--- src/rtl/otter_pkg.sv ---
// Shared OTTER types: fetch queue entry and the decode bubble instruction.
package otter_pkg;

    // One fetched instruction paired with the PC it was fetched from.
    typedef struct packed {
        logic [31:0] pc;
        logic [31:0] instr;
    } fetch_entry_t;

    // addi x0, x0, 0 -- inserted by decode when it needs a bubble.
    localparam logic [31:0] NOP_INSTR = 32'h0000_0013;

endpackage

--- src/rtl/fetch_fifo.sv ---
// DEPTH-entry synchronous FIFO of fetch entries with a flush that wins over push/pop.
module fetch_fifo
    import otter_pkg::*;
#(
    parameter int DEPTH = 4,
    localparam int CW = $clog2(DEPTH + 1),
    localparam int PW = $clog2(DEPTH)
) (
    input  logic         CLK,
    input  logic         RESET_N,
    input  logic         flush,
    input  logic         push,
    input  fetch_entry_t wdata,
    input  logic         pop,
    output fetch_entry_t rdata,
    output logic [CW-1:0] count
);

    fetch_entry_t  r_mem [DEPTH];
    logic [PW-1:0] r_wptr;
    logic [PW-1:0] r_rptr;
    logic [CW-1:0] r_count;

    // Storage needs no reset: entries are only visible once count says so.
    always_ff @(posedge CLK) begin
        if (push && !flush) r_mem[r_wptr] <= wdata;
    end

    // Pointers wrap naturally; count separates full from empty.
    always_ff @(posedge CLK or negedge RESET_N) begin
        if (!RESET_N) begin
            r_wptr  <= '0;
            r_rptr  <= '0;
            r_count <= '0;
        end else if (flush) begin
            r_wptr  <= '0;
            r_rptr  <= '0;
            r_count <= '0;
        end else begin
            if (push) r_wptr <= r_wptr + PW'(1);
            if (pop)  r_rptr <= r_rptr + PW'(1);
            r_count <= r_count + CW'(push) - CW'(pop);
        end
    end

    assign rdata = r_mem[r_rptr];
    assign count = r_count;

endmodule

--- src/rtl/otter_fetch_queue.sv ---
// OTTER fetch front end: PC generator, credit-limited imem requests, {pc,instr} queue.
module otter_fetch_queue
    import otter_pkg::*;
#(
    parameter int          DEPTH    = 4,
    parameter int          ADDR_W   = 14,
    parameter logic [31:0] RESET_PC = 32'h0000_0000,
    localparam int         CW       = $clog2(DEPTH + 1)
) (
    input  logic              CLK,
    input  logic              RESET_N,
    input  logic              redirect_valid,
    input  logic [31:0]       redirect_pc,
    output logic              mem_rden,
    output logic [ADDR_W-1:0] mem_addr,
    input  logic [31:0]       mem_rdata,
    output logic              out_valid,
    input  logic              out_ready,
    output logic [31:0]       out_instr,
    output logic [31:0]       out_pc,
    output logic [31:0]       out_pc_plus4,
    output logic [CW-1:0]     fill_level
);

    logic [31:0] r_pc;
    logic        r_epoch;
    logic        r_inf;
    logic        r_inf_tag;
    logic [31:0] r_inf_pc;

    logic          w_deq;
    logic          w_push;
    logic [CW:0]   w_used;
    logic [CW-1:0] w_count;
    fetch_entry_t  w_head;
    fetch_entry_t  w_wdata;
    logic          w_unused_rpc_lo;

    // Word alignment is forced, so the low redirect bits are never looked at.
    assign w_unused_rpc_lo = ^redirect_pc[1:0];

    assign out_valid = (w_count != '0);
    assign w_deq     = out_valid && out_ready;

    // Credits: queued + in flight, minus the slot freed by this cycle's deq.
    assign w_used   = {1'b0, w_count} + (CW+1)'(r_inf) - (CW+1)'(w_deq);
    assign mem_rden = RESET_N && !redirect_valid && (w_used < (CW+1)'(DEPTH));
    assign mem_addr = r_pc[ADDR_W+1:2];

    // Responses from a previous epoch belong to a squashed path.
    assign w_push  = r_inf && (r_inf_tag == r_epoch);
    assign w_wdata = '{pc: r_inf_pc, instr: mem_rdata};

    fetch_fifo #(.DEPTH(DEPTH)) u_fifo (
        .CLK     (CLK),
        .RESET_N (RESET_N),
        .flush   (redirect_valid),
        .push    (w_push),
        .wdata   (w_wdata),
        .pop     (w_deq),
        .rdata   (w_head),
        .count   (w_count)
    );

    // Empty queue presents zeros so downstream sees clean reset-like values.
    assign out_pc       = out_valid ? w_head.pc    : 32'h0;
    assign out_instr    = out_valid ? w_head.instr : 32'h0;
    assign out_pc_plus4 = out_pc + 32'd4;
    assign fill_level   = w_count;

    // PC advance, redirect and epoch/in-flight tracking.
    always_ff @(posedge CLK or negedge RESET_N) begin
        if (!RESET_N) begin
            r_pc      <= RESET_PC;
            r_epoch   <= 1'b0;
            r_inf     <= 1'b0;
            r_inf_tag <= 1'b0;
            r_inf_pc  <= 32'h0;
        end else if (redirect_valid) begin
            r_pc    <= {redirect_pc[31:2], 2'b00};
            r_epoch <= ~r_epoch;
            r_inf   <= 1'b0;
        end else begin
            r_inf <= mem_rden;
            if (mem_rden) begin
                r_inf_tag <= r_epoch;
                r_inf_pc  <= r_pc;
                r_pc      <= r_pc + 32'd4;
            end
        end
    end

endmodule

--- config.mk ---
export PLATFORM = sky130hd
export DESIGN_NAME = otter_fetch_queue
export DESIGN_NICKNAME = d
export VERILOG_FILES = /design/src/rtl/otter_pkg.sv /design/src/rtl/fetch_fifo.sv /design/src/rtl/otter_fetch_queue.sv
export SDC_FILE = /design/constraint.sdc
export NUM_CORES = 1
export LEC_CHECK = 0
export ABC_AREA = 1
export CORE_UTILIZATION = 40
export DETAILED_ROUTE_END_ITERATION = 8
export GPL_TIMING_DRIVEN = 0
export PLACE_DENSITY = 0.71
export SETUP_SLACK_MARGIN = 0.15
export SLEW_MARGIN = 0
export SYNTH_ARGS = -nofsm -noshare
export SYNTH_HDL_FRONTEND = slang
export SYNTH_SLANG_ARGS = --single-unit
export TNS_END_PERCENT = 5
--- constraint.sdc ---
create_clock -name CLK -period 4.2 [get_ports CLK]
set_input_delay 1.05 -clock CLK [delete_from_list [all_inputs] [get_ports CLK]]
set_output_delay 1.05 -clock CLK [all_outputs]
set_load 0.05 [all_outputs]
==> results.sh <==
export IMPL_run_status="finished clean"
export IMPL_p_int_w=0.00722
export IMPL_fin_nets=1833
export IMPL_p_per_area_mw_per_mm2=719
export IMPL_cts_root_buffer="clkbuf_16"
export IMPL_post_place_ws_ns=-0.743
export IMPL_drive_above_1_share=0.128
export IMPL_die_w_um=196
export IMPL_power_frac_clock=0.208
export IMPL_synth_xor_area_share=0.0169
export IMPL_crit_family="buffers and inverters"
export IMPL_muxShareOfSynthArea=0
export IMPL_power_switching_w=0.00615
export IMPL_slew_headroom=0.384
export IMPL_setup_violations=0
export IMPL_wl_per_cell_um=17.8
export IMPL_fin_crit_sh=0.963
export IMPL_synth_simple_area_share=0.239
export IMPL_drv_slew=0
export IMPL_max_cap_violations=0
export IMPL_core_area_mm2=0.0368
export IMPL_sw_frac_of_total=0.460
export IMPL_min_path_type="reg2reg"
export IMPL_rows=70
export IMPL_crit_type="in2out"
export IMPL_grt_pass1_vias=11267
export IMPL_min_to="r_epoch$_DFFE_PN0P_"
export IMPL_drtPass1Iterations=8
export IMPL_post_dp_hpwl_mm=28.7
export IMPL_cpMostUsedCell="nand3_1"
export IMPL_max_stage_delay_ns=0.51
export IMPL_tritoncts="done"
export IMPL_tns_ns=0
export IMPL_grt_use_total=0.212
export IMPL_fin_area_mm2=0.0186
export IMPL_path_max_fanout=10
export IMPL_vias_per_cell=5.16
export IMPL_postLayoutCoreUtil=0.506
export IMPL_postRouteAntennaNets=0
export IMPL_hold_buffers=0
export IMPL_rr_worst_depth=7
export IMPL_grt_max_degree=72
export IMPL_synthesis_area_mm2=0.0150
export IMPL_ys_warn_count=0
export IMPL_antenna_found_initial=1
export IMPL_skew_ns=0.0295
export IMPL_setup_ws_ns=0.156
export IMPL_syn2layout_area_growth_pct=24.1
export IMPL_cp_start_kind="input pin"
export IMPL_min_from="r_epoch$_DFFE_PN0P_"
export IMPL_fp_dieArea_mm2=0.0383
export IMPL_crit_cells=13
export IMPL_avgSynthCellArea_um2=9.81
export IMPL_crit_slowest_cell="clkdlybuf4s50_1"
export IMPL_dpl_cell_area_mm2=0.0176
export IMPL_r2r_slack_ns=1.56
export IMPL_drtIter0Drc=990
export IMPL_path_buf_inv=5
export IMPL_grt_ovfl_total=0
export IMPL_worst_pin_slew_ns=0.925
export IMPL_synthArstFlopShare=0.220
export IMPL_routed_wl_mm=40.1
export IMPL_clock_path_buffers=3
export IMPL_synth_cells=1529
export IMPL_clock_latency_ns=0.52
export IMPL_grt_pass1_wl_mm=62.9
export IMPL_start_util=0.408
export IMPL_cts_sinks=318
export IMPL_ys_types=41
export IMPL_crit_required_ns=3.15
export IMPL_vias=11594
export IMPL_synth_compound_area_share=0.0613
export IMPL_synth_top_family_by_area="simple AND/OR/NAND/NOR gates"
export IMPL_fmax_mhz=247
export IMPL_finalHoldViolCount=0
export IMPL_die_h_um=196
export IMPL_yosysSeqAreaShare=0.614
export IMPL_vdd_drop_max_mv=0.291
export IMPL_htreeDepth=2
export IMPL_synthFlopType="edfxtp_1"
export IMPL_synth_seq_cells=318
export IMPL_clk_pin_slew_ns=0.06
export IMPL_synth_edf_count=248
export IMPL_routabilityCongestion=0.938
export IMPL_leakage_nw=7.47
export IMPL_fin_crit_ns=4.04
export IMPL_comb_power_share=0.468
export IMPL_synthAdderAreaFrac=0.00885
export IMPL_drc=0
export IMPL_portBuffers=176
export IMPL_crit_chain="clkdlybuf4s50_1 -> nand3_1 -> ha_1 -> nand2_1 -> inv_1 -> nand3_1 -> nand3_1 -> nand2_1 -> nor2_2 -> nand2_4 -> buf_6 -> inv_4 -> buf_6"
export IMPL_cts_buffers=34
export IMPL_crit_path_end_kind="output port"
export IMPL_rr_startpoint="r_inf_tag$_DFFE_PN0P_"
export IMPL_hold_depth=1
export IMPL_instances_no_fill=2249
export IMPL_r2r_end="u_fifo.r_mem[0][42]$_DFFE_PP_"
export IMPL_crit_arrival_ns=2.99
export IMPL_dp_cells=2184
export IMPL_rsz0062_at_grt="yes"
export IMPL_p_seq_frac=0.323
export IMPL_num_io_pins=183
export IMPL_fillers=3339
-- area by class of cell --
type | instances | area [um^2] | area share
inverter | 97 | 374 | 0.0201
clock buffer | 45 | 935 | 0.0503
tap | 468 | 586 | 0.0315
timing repair buffer | 187 | 1890 | 0.101
buffer | 87 | 549 | 0.0295
multi-input combinational | 1030 | 4950 | 0.266
antenna | 1 | 2.50 | 0.000135
clock inverter | 16 | 111 | 0.00599
sequential | 318 | 9200 | 0.495
-- state kept, by name, summed over array words and instances, names as in the netlist --
name           cells
r_inf_pc          30
r_epoch            1
u_fifo.r_wptr      2
u_fifo.r_rptr      2
r_inf_tag          1
r_pc              30
u_fifo.count       3
u_fifo.r_mem     248
r_inf              1
-- power by group through the flow --
stage | logic, W | registers (W) | clock network (W)
3_3_place_gp | 0.00635 | 0.00435 | 0
2_1_floorplan | 0.00429 | 0.00423 | 0
3_5_place_dp | 0.00642 | 0.00437 | 0
5_1_grt | 0.00670 | 0.00436 | 0.00295
4_1_cts | 0.00625 | 0.00431 | 0.00283
6_report | 0.00626 | 0.00432 | 0.00279
-- synth_stat cells, types with 5 or more instances --
cell type | instances | area share
nand2_2 | 14 | 0.0058
nand2_1 | 373 | 0.093
edfxtp_1 | 248 | 0.50
buf_6 | 6 | 0.0045
nor2_4 | 8 | 0.0060
nor2_1 | 226 | 0.057
ha_1 | 9 | 0.0075
o21ai_1 | 7 | 0.0023
a21oi_1 | 42 | 0.014
o21ai_0 | 122 | 0.041
buf_1 | 10 | 0.0025
nor3_1 | 8 | 0.0027
nand4_1 | 21 | 0.0088
xor2_1 | 25 | 0.015
inv_1 | 83 | 0.021
dfrtp_1 | 70 | 0.12
buf_2 | 19 | 0.0063
clkbuf_1 | 23 | 0.0058
nand3_1 | 109 | 0.036
buf_4 | 26 | 0.013
inv_2 | 12 | 0.0030
nor3_4 | 5 | 0.0054
nand3_2 | 12 | 0.0080
nor2_2 | 22 | 0.0092
-- worst max path at each step --
stage,start,endpoint,slack [ns]
after floorplan,redirect_valid,u_fifo.r_mem[0][0]$_DFFE_PP_,-0.33
after global placement,redirect_valid,u_fifo.r_mem[3][40]$_DFFE_PP_,-3.14
after detailed placement,out_ready,mem_rden,-0.74
after CTS,out_ready,mem_rden,-0.04
after global routing,u_fifo.r_rptr[0]$_DFFE_PN0P_,out_pc_plus4[31],0.01
final,out_ready,mem_rden,0.16
-- worst register-to-register path, stage by stage (launching register included) --
cell	delay (ns)
dfrtp_1	0.40
nand2_1	0.07
nand2_1	0.06
nor2_1	0.26
nand2_1	0.31
nor2_4	0.75
buf_16	0.26
buf_16	0.20
-- stage by stage --
| stage | hold slack, ns | power, W |
|---|---|---|
| 4_1_cts | 0.471 | 0.0134 |
| 6_report | 0.471 | 0.0134 |
| 3_3_place_gp | 0.452 | 0.0107 |
| 3_5_place_dp | 0.459 | 0.0108 |
| 2_1_floorplan | 0.438 | 0.00852 |
| 5_1_grt | 0.521 | 0.0140 |
-- cell usage in the layout (no fill, tap or decap), drive strengths merged, types with 9 or more instances in the layout --
cell and count:
o21ai 129, clkbuf 69, nand4 21, ha 9, buf 85, clkdlybuf4s50 112, nand3 123, nand2 389
dlygate4sd2 38, edfxtp 248, inv 100, clkinv 12, nor2 256, a21oi 43, xor2 25, nor3 13
dfrtp 70, clkdlybuf4s15 13
-- routing by layer --
metal | global-route usage | routed length, um | up-vias
met2 | 0.344 | 18800 | 460
met5 | 0 | 0 | -
met4 | 0.0639 | 762 | 0
li1 | - | - | 5562
met1 | 0.295 | 17700 | 5519
met3 | 0.0301 | 2860 | 53
-- timing repair --
item,4_1_cts,5_1_grt
buffers inserted,0,3
endpoints found under the setup margin,62,58
cloned,0,0
pin swaps,0,2
gates resized for setup,140,10
-- cell families after synthesis --
| logic type | after synthesis |
|---|---|
| and+or+nand+nor | 808 |
| DFF | 318 |
| buffers and inverters | 184 |
| AOI/OAI and AO/OA | 179 |
| xor gates and xnor gates | 29 |
| adders and majority gates | 10 |
| other | 1 |
Note: power is estimated with default switching activity, not from simulation.
